==> config.mk <==
export PLATFORM = sky130hd
export DESIGN_NAME = bcd_counter_n
export DESIGN_NICKNAME = d
export VERILOG_FILES = /design/src/rtl/bcd_counter_n_pkg.sv /design/src/rtl/bcd_counter_n_digit_ud.sv /design/src/rtl/bcd_counter_n.sv
export SDC_FILE = /design/constraint.sdc
export NUM_CORES = 1
export LEC_CHECK = 0
export CORE_ASPECT_RATIO = 1.2
export CORE_MARGIN = 5
export CORE_UTILIZATION = 50
export CTS_CLUSTER_SIZE = 12
export DETAILED_ROUTE_END_ITERATION = 10
export GPL_ROUTABILITY_DRIVEN = 0
export HOLD_SLACK_MARGIN = 0.08
export PLACE_DENSITY = 0.73
export SLEW_MARGIN = 30
export SYNTH_ARGS = -nofsm -noshare
export SYNTH_HDL_FRONTEND = slang
export SYNTH_HIERARCHICAL = 1
export SYNTH_SLANG_ARGS = --single-unit
==> constraint.sdc <==
create_clock -name clk -period 3.55 [get_ports clk]
set_input_delay 0.71 -clock clk [delete_from_list [all_inputs] [get_ports clk]]
set_output_delay 0.71 -clock clk [all_outputs]
set_load 0.005 [all_outputs]
==> src/rtl/bcd_counter_n_pkg.sv <==
// Shared types and constants for the cascaded BCD up/down counter.
package bcd_counter_n_pkg;

  typedef logic [3:0] bcd_digit_t;

  localparam bcd_digit_t BCD_MAX    = 4'd9;
  localparam int         MIN_DIGITS = 1;
  localparam int         MAX_DIGITS = 8;

endpackage

==> src/rtl/bcd_counter_n_digit_ud.sv <==
// One BCD digit of the cascade: computes its next value and ripples the step on.
module bcd_digit_ud
  import bcd_counter_n_pkg::*;
(
  input  bcd_digit_t i_digit,
  input  logic       i_step,
  input  logic       i_up,
  output bcd_digit_t o_next,
  output logic       o_limit,
  output logic       o_step
);

  // The limit is the digit that rolls over in the current direction.
  assign o_limit = i_up ? (i_digit >= BCD_MAX) : (i_digit == 4'd0);
  assign o_step  = i_step & o_limit;

  always_comb begin
    o_next = i_digit;
    if (i_step) begin
      if (i_up) o_next = (i_digit >= BCD_MAX) ? 4'd0 : i_digit + 4'd1;
      else      o_next = (i_digit == 4'd0) ? BCD_MAX : i_digit - 4'd1;
    end
  end

endmodule

==> src/rtl/bcd_counter_n.sv <==
// N-digit BCD up/down counter with clear, validated load and wrap or saturate limits.
module bcd_counter_n
  import bcd_counter_n_pkg::*;
#(
  parameter int NUM_DIGITS = 4,
  parameter bit WRAP       = 1'b1
) (
  input  logic                    clk,
  input  logic                    rst_n,
  input  logic                    en,
  input  logic                    up,
  input  logic                    clr,
  input  logic                    load,
  input  logic [4*NUM_DIGITS-1:0] load_val,
  output logic [4*NUM_DIGITS-1:0] count,
  output logic                    carry_out,
  output logic                    tc,
  output logic                    load_err
);

  localparam int W = 4 * NUM_DIGITS;

  logic [1:0]            r_rst_sync;
  logic                  w_run;
  logic [W-1:0]          r_count;
  logic                  r_carry;
  logic                  r_load_err;
  logic [W-1:0]          w_next;
  logic [NUM_DIGITS-1:0] w_limit;
  logic [NUM_DIGITS:0]   w_step;
  logic                  w_load_ok;
  logic [W-1:0]          w_count_d;
  logic                  w_carry_d;
  logic                  w_err_d;

  // Reset asserts asynchronously; release is retimed so no step happens on the first edge.
  always_ff @(posedge clk or negedge rst_n) begin
    if (!rst_n) r_rst_sync <= 2'b00;
    else        r_rst_sync <= {r_rst_sync[0], 1'b1};
  end
  assign w_run = r_rst_sync[1];

  assign w_step[0] = 1'b1;
  for (genvar k = 0; k < NUM_DIGITS; k++) begin : g_digit
    bcd_digit_ud u_digit (
      .i_digit (r_count[4*k +: 4]),
      .i_step  (w_step[k]),
      .i_up    (up),
      .o_next  (w_next[4*k +: 4]),
      .o_limit (w_limit[k]),
      .o_step  (w_step[k+1])
    );
  end

  always_comb begin
    w_load_ok = 1'b1;
    for (int k = 0; k < NUM_DIGITS; k++) begin
      if (load_val[4*k +: 4] > BCD_MAX) w_load_ok = 1'b0;
    end
  end

  // A step out of the top digit means the whole count sits at its limit.
  always_comb begin
    w_count_d = r_count;
    w_carry_d = 1'b0;
    w_err_d   = 1'b0;
    if (w_run) begin
      if (clr) begin
        w_count_d = '0;
      end else if (load) begin
        if (w_load_ok) w_count_d = load_val;
        else           w_err_d   = 1'b1;
      end else if (en) begin
        if (w_step[NUM_DIGITS]) begin
          w_carry_d = 1'b1;
          if (WRAP) w_count_d = w_next;
        end else begin
          w_count_d = w_next;
        end
      end
    end
  end

  always_ff @(posedge clk or negedge rst_n) begin
    if (!rst_n) begin
      r_count    <= '0;
      r_carry    <= 1'b0;
      r_load_err <= 1'b0;
    end else begin
      r_count    <= w_count_d;
      r_carry    <= w_carry_d;
      r_load_err <= w_err_d;
    end
  end

  assign count     = r_count;
  assign carry_out = r_carry;
  assign load_err  = r_load_err;
  assign tc        = &w_limit;

endmodule

After elaboration in Yosys (flattened, before gate mapping)
Index checks and enable logic that the tools add are counted.
{ "word_totals": {"latch_bits": 0, "memories": 0, "romBits": 0, "input_bits": 22, "ramBits": 0, "ff_bits": 20} }
{ "classes": {"div": 0, "order_cmp": 8, "n_mux": 36, "bitwise": 3, "n_shift": 0, "n_eq_ne": 1, "n_reduce_logical": 13, "n_mul": 0, "addsub": 8} }
{ "ops": {"columns": ["op", "count"], "rows": [
  ["$mux 16", 4],
  ["$mux 4", 15],
  ["$mux 1", 17],
  ["$add 4x1->4 const B", 4],
  ["$ge 4x4->1 const B", 4],
  ["$gt 4x4->1 const B", 4],
  ["$logic_not 4->1", 4],
  ["$reduce_and 4->1", 4],
  ["$sub 4x1->4 const B", 4],
  ["$reduce_bool 3->1", 4],
  ["$and 1x1->1", 3],
  ["$ne 3x2->1 const B", 1],
  ["$reduce_and 3->1", 1]
]} }

Logic depth before layout (Yosys ltp)
Gate-level depths: netlist (run 1).
{ "logic_depth": {"depth_word": 10, "ltp_mapped": 15, "depth_no_buf": 12} }

Hierarchy
The synthesis (run 1) kept the hierarchy.
{ "modules_own_cells": {"columns": ["module", "n_inst", "area_per_inst_um2", "cells_per_inst"], "rows": [
  ["bcd_digit_ud", 4, 350.3, 40],
  ["bcd_counter_n", 1, 904.6, 72]
]} }

Worst setup path before layout (run 1)
Ideal clock, no wire load.
{ "synth_timing": {"path_kind": "reg-to-reg", "from": "reg r_count[0], in the netlist count[0]", "to": "reg r_count[14], in the netlist count[14]", "setup_time_ns": 0.127, "arrival_time_ns": 2.828, "period_less_slack_ns": 2.955, "n_path_buf": 3, "path_slack_ns": 0.595, "path_stages_with_launch": 16, "path_cell_list": "dfrtp_1 > inv_1 > ha_1 > nor3b_4 > o32ai_2 > and2_1 > buf_4 > and2_1 > buf_4 > and2_1 > buf_4 > and2b_2 > mux2i_1 > o221ai_1 > and2_1 > a221o_2"} }
{ "synth_between": {"elab_chain_len": 6, "word_cells_on_any_way": 7, "classes_between": "order compare (1); mux (1); bitwise (2); reduce/logical (3)"} }
{ "synth_rtl": {"columns": ["element", "line_no", "text"], "rows": [
  ["start: declaration", "bcd_counter_n.sv:25", "logic [W-1:0] r_count;"],
  ["start signal: assignment", "bcd_counter_n.sv:90", "r_count <= w_count_d;"],
  ["$ge 4x4->1 or $logic_not 4->1 (tied branches)", "bcd_counter_n_digit_ud.sv:14", "assign o_limit = i_up ? (i_digit >= BCD_MAX) : (i_digit == 4'd0);"],
  ["$mux 1 *", "bcd_counter_n_digit_ud.sv:14", null],
  ["net w_limit[0]", "bcd_counter_n.sv:29", "logic [NUM_DIGITS-1:0] w_limit;"],
  ["$and 1x1->1 *", "bcd_counter_n_digit_ud.sv:15", "assign o_step = i_step & o_limit;"],
  ["net w_step[2]", "bcd_counter_n.sv:30", "logic [NUM_DIGITS:0] w_step;"],
  ["$and 1x1->1 *", "bcd_counter_n_digit_ud.sv:15", null],
  ["net w_step[3]", "bcd_counter_n.sv:30", null],
  ["$reduce_bool 3->1 (no source line) *", null, null],
  ["$reduce_and 4->1 (no source line) *", null, null]
]} }
Mark *: on every way through the listed nets, which the timed path passes. The rest lies on a longest branch.
A chain may end at the register's enable or synchronous reset.

Final worst setup path (run 1)
{ "layout_timing": {"from": "in up", "to": "out tc"} }
{ "layout_between": {"elab_chain_len": 2, "word_cells_on_any_way": 5, "classes_between": "mux (4); reduce/logical (1)"} }
{ "layout_rtl": {"columns": ["element", "line_no", "text"], "rows": [
  ["start: declaration", "bcd_counter_n.sv:11", "input logic up,"],
  ["$mux 1", "bcd_counter_n_digit_ud.sv:14", null],
  ["net w_limit[2]", "bcd_counter_n.sv:29", null],
  ["$reduce_and 4->1", "bcd_counter_n.sv:99", "assign tc = &w_limit;"],
  ["end: declaration", "bcd_counter_n.sv:17", "output logic tc,"]
]} }
The timed path passes the listed nets, and every way through them passes these cells.

==> results.tsv, run 1 <==
stage	metric	value	unit
timing	final setup fails	0	
timing	Slew @ Worst Pin	0.749	ns
grt	vias in the first global route	1926	
pwr	sequential power share	0.369	
clocking	CTS Hold Buffers Added	0	
clocking	Clock transition at path regs	0.08	ns
synth	register bit total from synthesis	20	
floorplan	die area	6080	um2
floorplan	width of the die	72.0	um
setup_path	most used cell, CP	clkdlybuf4s50_1	
synth	cell count after synthesis	232	
setup_path	critical path start-end classification	primary input to output port	
pwr	sw power	238	uW
status	status	complete, no violations	
pwr	switch share	0.328	
pwr	internal power	489	uW
drt	via/cell ratio	6.01	
setup_path	Critical R2R Launch	count[0]	
setup_path	Worst Path Arrival	2.57	ns
pwr	Logic pwr share	0.381	
floorplan	Top Ports	41	
synth	Seq/Total Area, Yosys	0.217	
clocking	clk sinks	20	
pwr	static leakage	1.11	nW
pwr	Clock Power Share	0.250	
synth	largest area contributor in the netlist	dfrtp_1	
clocking	number of H-tree levels	1	
drt	DRT Pass-1 Iters	4	
synth	top post-synthesis cells by area	dfrtp_1, ha_1, and2_1, nand2b_4, a221o_1	
synth	count leader, synth	and2_1	
drt	Final ANT Viol Nets	0	
synth	EDFF count, synth	0	
synth	Synth top area share	0.217	
cells_and_area	share of layout cells above drive strength 1	0.223	
clocking	clock root buffer	clkbuf_8	
synth	Post-Syn Area	2310	um2
timing	minimum clock period	3.28	ns
placed_design	post-DP HPWL	4000	um
cells_and_area	Nets	313	
floorplan	core box area	4530	um2
pwr	Max VDD drop	0.156	mV
drt	DR vias	1996	
setup_path	crit path launch	up	
cells_and_area	n_diodes	0	
synth	Distinct cells, synth	39	
timing	sum of negative setup slack	0	ns
clocking	Resized Gates After CTS	0	
run	max cap viols	0	
placed_design	Port Buffer Count	40	
grt	initial antenna violation count	0	
synth	asr flop ratio synth	1.00	
pwr	PwrDens	260	nW/um2
setup_path	crit start category	primary input	
setup_path	slowest CP cell	clkdlybuf4s50_1	
timing	Slew Viols, Final	0	
setup_path	Worst path max stage delay	0.67	ns
floorplan	Rows	27	
drt	DRC Markers	0	
cells_and_area	Fill cells	390	
setup_path	Worst Setup End Kind	output port	
clocking	worst skew pair latency	0.26	ns
cells_and_area	Layout area overhead	21.3	%
drt	final WL	5270	um
floorplan	initial core utilization	0.509	
clocking	CTS Buf Count	3	
grt	GR Util All Layers	0.179	
timing	period utilization	0.925	
grt	pin count of the biggest net entering global routing	21	
worst_hold_path	hold crit path type	register to register	
synth	syn avg cell area	9.94	um2
drt	initial drt markers	145	
synth	commonest cells in the netlist	and2_1, dfrtp_1, nand2_1, ha_1, inv_1	
timing	f_max	0.305	GHz
synth	ys flop type	dfrtp_1	
setup_path	Critical Path RT	2.84	ns
setup_path	CP Cell Sequence	clkdlybuf4s50_1 -> o32ai_2 -> and4_1 -> clkdlybuf4s50_1	
timing	RSZ-0062 raised after global routing	no	
clocking	TritonCTS clock tree	done	
grt	GRT overflow	0	
synth	Synth warnings	6	
grt	first-pass GRT wire length	9160	um
worst_hold_path	HP Start	r_rst_sync[0]	
placed_design	Post-DP Area	2750	um2
setup_path	crit-path max FO	12	
floorplan	Die Ht	84.4	um
timing	Rel. slew slack	0.500	
timing	Setup Skew	0.00203	ns
cells_and_area	fin area	2800	um2
clocking	Clock Tree Buf Depth	2	
clocking	setup bufs post-CTS	0	
timing	Final Hold Viols	0	
drt	DR WL/cell	15.9	um
[stage by stage]
| step | util | std cells | power [mW] | worst slack, ns | hold WS (ns) |
|---|---|---|---|---|---|
| floorplan | - | 233 | 0.458 | 0.595 | 0.331 |
| global placement | 0.607 | 328 | 0.548 | 0.263 | 0.333 |
| detailed placement | 0.607 | 328 | 0.550 | 0.190 | 0.346 |
| CTS | 0.619 | 332 | 0.729 | 0.257 | 0.364 |
| global route | 0.618 | 332 | 0.777 | 0.150 | 0.376 |
| finish | 0.618 | 332 | 0.727 | 0.268 | 0.365 |
[layout make-up]
cell class                      instances  area (um2)  area share
Clock buffer                            4        55.1      0.0197
Multi-Input combinational cell        189        1670       0.595
Sequential cell                        20         500       0.179
Inverter                               13        48.8      0.0174
Timing Repair Buffer                   48         455       0.163
Tap cell                               58        72.6      0.0259
[logic make-up (layout without fill, tap and decap cells)]
group / after synthesis / after routing / share of synthesized area
buffers and inverters: 24 / 65 / 0.0624
DFF: 20 / 20 / 0.217
AOI/OAI and AO/OA: 73 / 73 / 0.303
and+or+nand+nor: 94 / 94 / 0.311
other: 1 / 2 / 0.00163
muxes: 4 / 4 / 0.0174
adders and majority gates: 16 / 16 / 0.0868
[registers in the layout, indices dropped and copies added, names as in the netlist]
| register | count |
|---|---|
| load_err | 1 |
| r_rst_sync | 2 |
| count | 16 |
| carry_out | 1 |
[cells in the final DEF, fill, tap and decap left out, types with 2 or more instances in the layout]
| master | count |
|---|---|
| nand3b_1 | 5 |
| o211ai_1 | 4 |
| o22ai_2 | 4 |
| mux2i_1 | 4 |
| nand2_1 | 17 |
| ha_1 | 16 |
| a221o_1 | 10 |
| o32a_1 | 4 |
| o32ai_2 | 4 |
| o21ai_0 | 8 |
| dfrtp_1 | 20 |
| a221o_2 | 6 |
| and2b_2 | 4 |
| o21ba_2 | 4 |
| and2_1 | 21 |
| clkbuf_8 | 4 |
| a31oi_1 | 4 |
| clkdlybuf4s50_1 | 39 |
| conb_1 | 2 |
| nor2_1 | 10 |
| inv_1 | 13 |
| nand4bb_1 | 4 |
| o31a_1 | 4 |
| nor3b_4 | 4 |
| o221ai_1 | 8 |
| nand2b_4 | 8 |
| o311a_1 | 4 |
| o21ai_2 | 8 |
| nor2b_4 | 4 |
| buf_4 | 8 |
| and2b_1 | 4 |
| nor3b_1 | 8 |
[power by group through the flow]
| stage | logic (mW) | registers, mW | clock network, mW |
|---|---|---|---|
| final | 0.277 | 0.268 | 0.182 |
| after global placement | 0.275 | 0.274 | 0 |
| after floorplan | 0.196 | 0.262 | 0 |
| after global routing | 0.304 | 0.273 | 0.200 |
| after detailed placement | 0.277 | 0.273 | 0 |
| after CTS | 0.278 | 0.268 | 0.183 |
[worst max-delay path, delay by kind of cell]
| kind | cells | cell delay, ns |
|---|---|---|
| AOI/OAI and AO/OA | 1 | 0.41 |
| buffers and inverters | 2 | 1.18 |
| and+or+nand+nor | 1 | 0.26 |
[path summary, 6_finish.rpt]
| check | end | slack, ns | cells past startpoint |
|---|---|---|---|
| max in group asynchronous | count[8] | 2.84 | 1 |
| max reg2reg | count[14] | 0.59 | 12 |
| min reg2reg | r_rst_sync[1] | 0.37 | 0 |
| min | r_rst_sync[1] | 0.37 | 0 |
| max | tc | 0.27 | 4 |
| min in group asynchronous | load_err | 0.39 | 1 |
[per-layer routing]
layer | wire, um | track usage | up-vias
met4 | 79 | 0.0479 | 0
li1 | - | - | 968
met1 | 2290 | 0.246 | 955
met2 | 2640 | 0.302 | 65
met5 | 0 | 0 | -
met3 | 261 | 0.0120 | 8
Note: power is estimated with default switching activity, not from simulation.
==> run 2, diff against run 1 <==
--- a/config.mk
+++ b/config.mk
@@ -10,9 +10,11 @@
 export CORE_UTILIZATION = 50
 export CTS_CLUSTER_SIZE = 12
 export DETAILED_ROUTE_END_ITERATION = 10
+export DONT_BUFFER_PORTS = 1
 export GPL_ROUTABILITY_DRIVEN = 0
 export HOLD_SLACK_MARGIN = 0.08
-export PLACE_DENSITY = 0.73
+export PLACE_DENSITY = 0.62
+export REMOVE_ABC_BUFFERS = 1
 export SLEW_MARGIN = 30
 export SYNTH_ARGS = -nofsm -noshare
 export SYNTH_HDL_FRONTEND = slang
==> results.tsv, run 2 (synthesis results as in run 1) <==
stage	metric	value	unit
status	status	complete, no violations	
clocking	Clock transition at path regs	0.08	ns
floorplan	die area	6080	um2
drt	via/cell ratio	6.24	
setup_path	Top delay family on crit path	simple AND/OR/NAND/NOR gates	
timing	final worst slack	0.366	ns
pwr	switch share	0.340	
cells_and_area	Nets	269	
setup_path	Worst Setup End Kind	register	
timing	Rel. slew slack	0.491	
drt	DRT Pass-1 Iters	4	
grt	GR Util All Layers	0.175	
pwr	Clock Power Share	0.246	
setup_path	CP Cell Sequence	inv_1 -> ha_1 -> nand2b_4 -> o32ai_2 -> and2_1 -> and2_1 -> and2_2 -> o21ai_0 -> nand2_1 -> o221ai_1 -> and2_1 -> a221o_2	
timing	Slew Viols, Final	0	
pwr	Max VDD drop	0.134	mV
timing	RSZ-0062 raised after global routing	no	
timing	f_max	0.314	GHz
timing	final setup fails	0	
pwr	sw power	219	uW
setup_path	critical path start-end classification	register to register	
worst_hold_path	hold crit path type	primary input to asynchronous set/reset pin	
drt	Final ANT Viol Nets	0	
clocking	Clock Tree Buf Depth	2	
placed_design	Port Buffer Count	0	
cells_and_area	fin area	2360	um2
setup_path	Worst Path Arrival	3.33	ns
clocking	number of H-tree levels	1	
cells_and_area	Layout area overhead	2.33	%
placed_design	Post-DP Area	2320	um2
timing	period utilization	0.897	
pwr	PwrDens	274	nW/um2
clocking	setup bufs post-CTS	0	
cells_and_area	max reg flops	16	
timing	Slew @ Worst Pin	0.762	ns
setup_path	crit start category	register	
clocking	TritonCTS clock tree	done	
pwr	static leakage	0.939	nW
placed_design	pre-CTS WS	0.289	ns
timing	sum of negative setup slack	0	ns
grt	GRT overflow	0	
clocking	clock root buffer	clkbuf_8	
floorplan	initial core utilization	0.509	
run	max cap viols	0	
placed_design	post-DP HPWL	3910	um
drt	final WL	5270	um
floorplan	width of the die	72.0	um
floorplan	Top Ports	41	
drt	DR vias	1792	
timing	minimum clock period	3.18	ns
floorplan	core box area	4530	um2
clocking	CTS Buf Count	3	
grt	pin count of the biggest net entering global routing	37	
drt	DR WL/cell	18.4	um
setup_path	crit-path max FO	10	
setup_path	Critical Path RT	3.70	ns
setup_path	worst path bufs/invs	1	
setup_path	Worst path max stage delay	0.45	ns
cells_and_area	n_diodes	0	
cells_and_area	most frequent cells in the layout	and2_1, dfrtp_1, nand2_1, ha_1, inv_1	
floorplan	Rows	27	
pwr	sequential power share	0.412	
pwr	internal power	426	uW
grt	initial antenna violation count	0	
timing	Setup Skew	0.00101	ns
floorplan	Die Ht	84.4	um
pwr	total power	646	uW
setup_path	slowest CP cell	dfrtp_1	
setup_path	most used cell, CP	and2_1	
grt	vias in the first global route	1780	
clocking	worst skew pair latency	0.26	ns
cells_and_area	share of layout cells above drive strength 1	0.245	
clocking	clk sinks	20	
timing	Final Hold Viols	0	
drt	DRC Markers	0	
grt	first-pass GRT wire length	8800	um
drt	initial drt markers	141	
cells_and_area	Fill cells	424	
pwr	Logic pwr share	0.342	
run 2: changes by cell type in the layout (fill, tap and decap cells not counted):
| cell | delta |
|---|---|
| and2_2 | +1 |
| and2_1 | -1 |
| buf_2 | -1 |
| buf_4 | -4 |
| clkdlybuf4s50_1 | -39 |
| clkbuf_8 | -1 |
run 2: worst register-to-register path: stages (launching register included):
cell and delay, ns:
dfrtp_1 0.45, inv_1 0.14, ha_1 0.28, nand2b_4 0.07, o32ai_2 0.21, and2_1 0.40
and2_1 0.44, and2_2 0.36, o21ai_0 0.12, nand2_1 0.08, o221ai_1 0.10, and2_1 0.15
a221o_2 0.28
run 2: cell type report:
type	instances	area, um2	area share
Tap cell	58	72.6	0.0308
Timing Repair Buffer	4	30.0	0.0127
Multi-Input combinational cell	189	1670	0.706
Sequential cell	20	500	0.212
Clock buffer	3	41.3	0.0175
Inverter	13	48.8	0.0207
run 2: power groups by stage:
stage | clock, mW | combinational, mW | sequential [mW]
final | 0.159 | 0.221 | 0.266
after global routing | 0.175 | 0.242 | 0.270
after CTS | 0.164 | 0.219 | 0.267
after detailed placement | 0 | 0.218 | 0.272
after global placement | 0 | 0.218 | 0.271
after floorplan | 0 | 0.180 | 0.267
run 2: timing repair:
item | in CTS | in global routing
gates resized for setup | 0 | 1
hold buffers | 0 | 0
setup endpoints to repair | 0 | 1
run 2: per-layer routing:
metal | share of wire | GRT usage | wire length [um]
met1 | 0.45 | 0.224 | 2350
met2 | 0.50 | 0.298 | 2640
met3 | 0.046 | 0.0287 | 245
met4 | 0.0068 | 0.0479 | 36
met5 | 0 | 0 | 0
run 2: through the flow:
step / utilization / hold slack, ns / instances
detailed placement: 0.512 / 0.336 / 284
CTS: 0.521 / 0.124 / 287
global placement: 0.512 / 0.333 / 284
global route: 0.521 / 0.112 / 287
finish: 0.521 / 0.134 / 287
floorplan: - / 0.331 / 222
run 2: path summary, 6_finish.rpt:
path | from | endpoint | slack, ns | cells after the start
min reg2reg | r_rst_sync[0] | r_rst_sync[1] | 0.35 | 0
min in group clk | r_rst_sync[0] | r_rst_sync[1] | 0.35 | 0
max reg2reg | count[1] | count[14] | 0.37 | 12
max | count[1] | count[14] | 0.37 | 12
min | rst_n | r_rst_sync[1] | 0.13 | 0
max in group asynchronous | rst_n | count[9] | 3.35 | 0
==> run 3, diff against run 2 <==
--- a/config.mk
+++ b/config.mk
@@ -14,6 +14,7 @@
 export GPL_ROUTABILITY_DRIVEN = 0
 export HOLD_SLACK_MARGIN = 0.08
 export PLACE_DENSITY = 0.62
+export RECOVER_POWER = 100
 export REMOVE_ABC_BUFFERS = 1
 export SLEW_MARGIN = 30
 export SYNTH_ARGS = -nofsm -noshare
==> results.tsv, run 3 (synthesis results as in run 1) <==
stage	metric	value	unit
status	status	complete, no violations	
floorplan	Top Ports	41	
cells_and_area	share of layout cells above drive strength 1	0.218	
pwr	sequential power share	0.417	
setup_path	WP depth	12	
timing	final setup fails	0	
drt	final WL	5280	um
pwr	PwrDens	275	nW/um2
floorplan	width of the die	72.0	um
pwr	sw power	217	uW
clocking	number of H-tree levels	1	
setup_path	Critical Path RT	3.75	ns
cells_and_area	final cell count without fillers	287	
timing	final worst slack	0.398	ns
cells_and_area	fin area	2320	um2
cells_and_area	n_diodes	0	
drt	DRC Markers	0	
pwr	Clock Power Share	0.249	
cells_and_area	most common cell after layout, fill and taps aside	dfrtp_1	
setup_path	most used cell, CP	and2_1	
placed_design	pre-CTS WS	0.289	ns
worst_hold_path	hold crit path type	primary input to asynchronous set/reset pin	
clocking	worst skew pair latency	0.26	ns
placed_design	dpl cells	284	
floorplan	die area	6080	um2
cells_and_area	Fill cells	430	
clocking	Resized Gates After CTS	0	
floorplan	core box area	4530	um2
floorplan	initial core utilization	0.509	
drt	initial drt markers	145	
cells_and_area	Nets	269	
drt	DRT Pass-1 Iters	4	
timing	Setup Skew	0.00216	ns
clocking	TritonCTS clock tree	done	
timing	RSZ-0062 raised after global routing	no	
floorplan	Rows	27	
grt	first-pass GRT wire length	8800	um
grt	initial antenna violation count	0	
placed_design	post-DP HPWL	3910	um
setup_path	Worst path max stage delay	0.40	ns
timing	Final Hold Viols	0	
timing	period utilization	0.888	
grt	GR Util All Layers	0.175	
timing	f_max	0.317	GHz
grt	vias in the first global route	1780	
timing	WHS	0.134	ns
timing	Rel. slew slack	0.494	
setup_path	R2R cell count	12	
setup_path	crit-path max FO	10	
setup_path	R2R Path End	count[13]	
setup_path	Critical R2R Launch	count[0]	
pwr	internal power	420	uW
drt	M1 wire length	2340	um
run	max cap viols	0	
setup_path	slowest CP cell	and2_1	
drt	DR vias	1800	
drt	met3 WL	273	um
cells_and_area	max reg flops	16	
clocking	Clock Tree Buf Depth	2	
drt	Final ANT Viol Nets	0	
clocking	CTS Buf Count	3	
floorplan	Die Ht	84.4	um
cells_and_area	Layout area overhead	0.488	%
setup_path	flop-to-flop setup slack	0.40	ns
pwr	switch share	0.341	
setup_path	crit start category	register	
timing	Slew Viols, Final	0	
timing	Slew @ Worst Pin	0.757	ns
setup_path	worst path bufs/invs	1	
setup_path	critical path start-end classification	register to register	
drt	DR WL/cell	18.4	um
clocking	clk sinks	20	
drt	uppermost layer routed	met4	
clocking	Clock transition at path regs	0.08	ns
drt	routed wl met2	2630	um
setup_path	Worst Path Arrival	3.35	ns
pwr	static leakage	0.900	nW
setup_path	Top delay family on crit path	simple AND/OR/NAND/NOR gates	
drt	via/cell ratio	6.27	
cells_and_area	final core utilization	0.512	
pwr	Max VDD drop	0.133	mV
timing	minimum clock period	3.15	ns
cells_and_area	most frequent cells in the layout	dfrtp_1, nand2_1, and2_1, ha_1, inv_1	
setup_path	CP Cell Sequence	clkbuf_1 -> ha_1 -> nor3b_4 -> o32ai_2 -> and2_1 -> and2_1 -> and2_2 -> nand2b_1 -> o32a_1 -> o21ai_2 -> and2_1 -> a221o_2	
grt	pin count of the biggest net entering global routing	37	
pwr	Logic pwr share	0.334	
grt	GRT overflow	0	
pwr	total power	637	uW
clocking	clock root buffer	clkbuf_8	
placed_design	Post-DP Area	2320	um2
clocking	setup bufs post-CTS	0	
setup_path	Worst Setup End Kind	register	
timing	sum of negative setup slack	0	ns
placed_design	Port Buffer Count	0	
clocking	CTS Hold Buffers Added	0	
[run 3: how the worst max path moves through the flow]
| stage | from | endpoint | slack (ns) |
|---|---|---|---|
| after CTS | count[1] | count[14] | 0.28 |
| after floorplan | count[0] | count[14] | 0.60 |
| final | count[0] | count[13] | 0.40 |
| after detailed placement | count[1] | count[14] | 0.29 |
| after global routing | count[0] | count[14] | 0.17 |
| after global placement | count[1] | count[14] | 0.38 |
[run 3: final cells by class]
cell class                      count  area [um2]  area share
Multi-Input combinational cell    189        1640       0.706
Sequential cell                    20         500       0.216
Tap cell                           58        72.6      0.0313
Inverter                           13        48.8      0.0211
Clock buffer                        3        41.3      0.0178
Timing Repair Buffer                4        18.8     0.00810
[run 3: power groups by stage]
stage / Combinational [mW] / Clock [mW] / Sequential, mW
3_3_place_gp: 0.218 / 0 / 0.271
6_report: 0.213 / 0.158 / 0.266
4_1_cts: 0.219 / 0.164 / 0.267
5_1_grt: 0.234 / 0.175 / 0.269
2_1_floorplan: 0.180 / 0 / 0.267
3_5_place_dp: 0.218 / 0 / 0.272
[run 3: per-layer routing]
layer	global-route usage	vias up
li1	-	878
met1	0.224	878
met2	0.298	42
met3	0.0287	2
met4	0.0479	0
met5	0	-
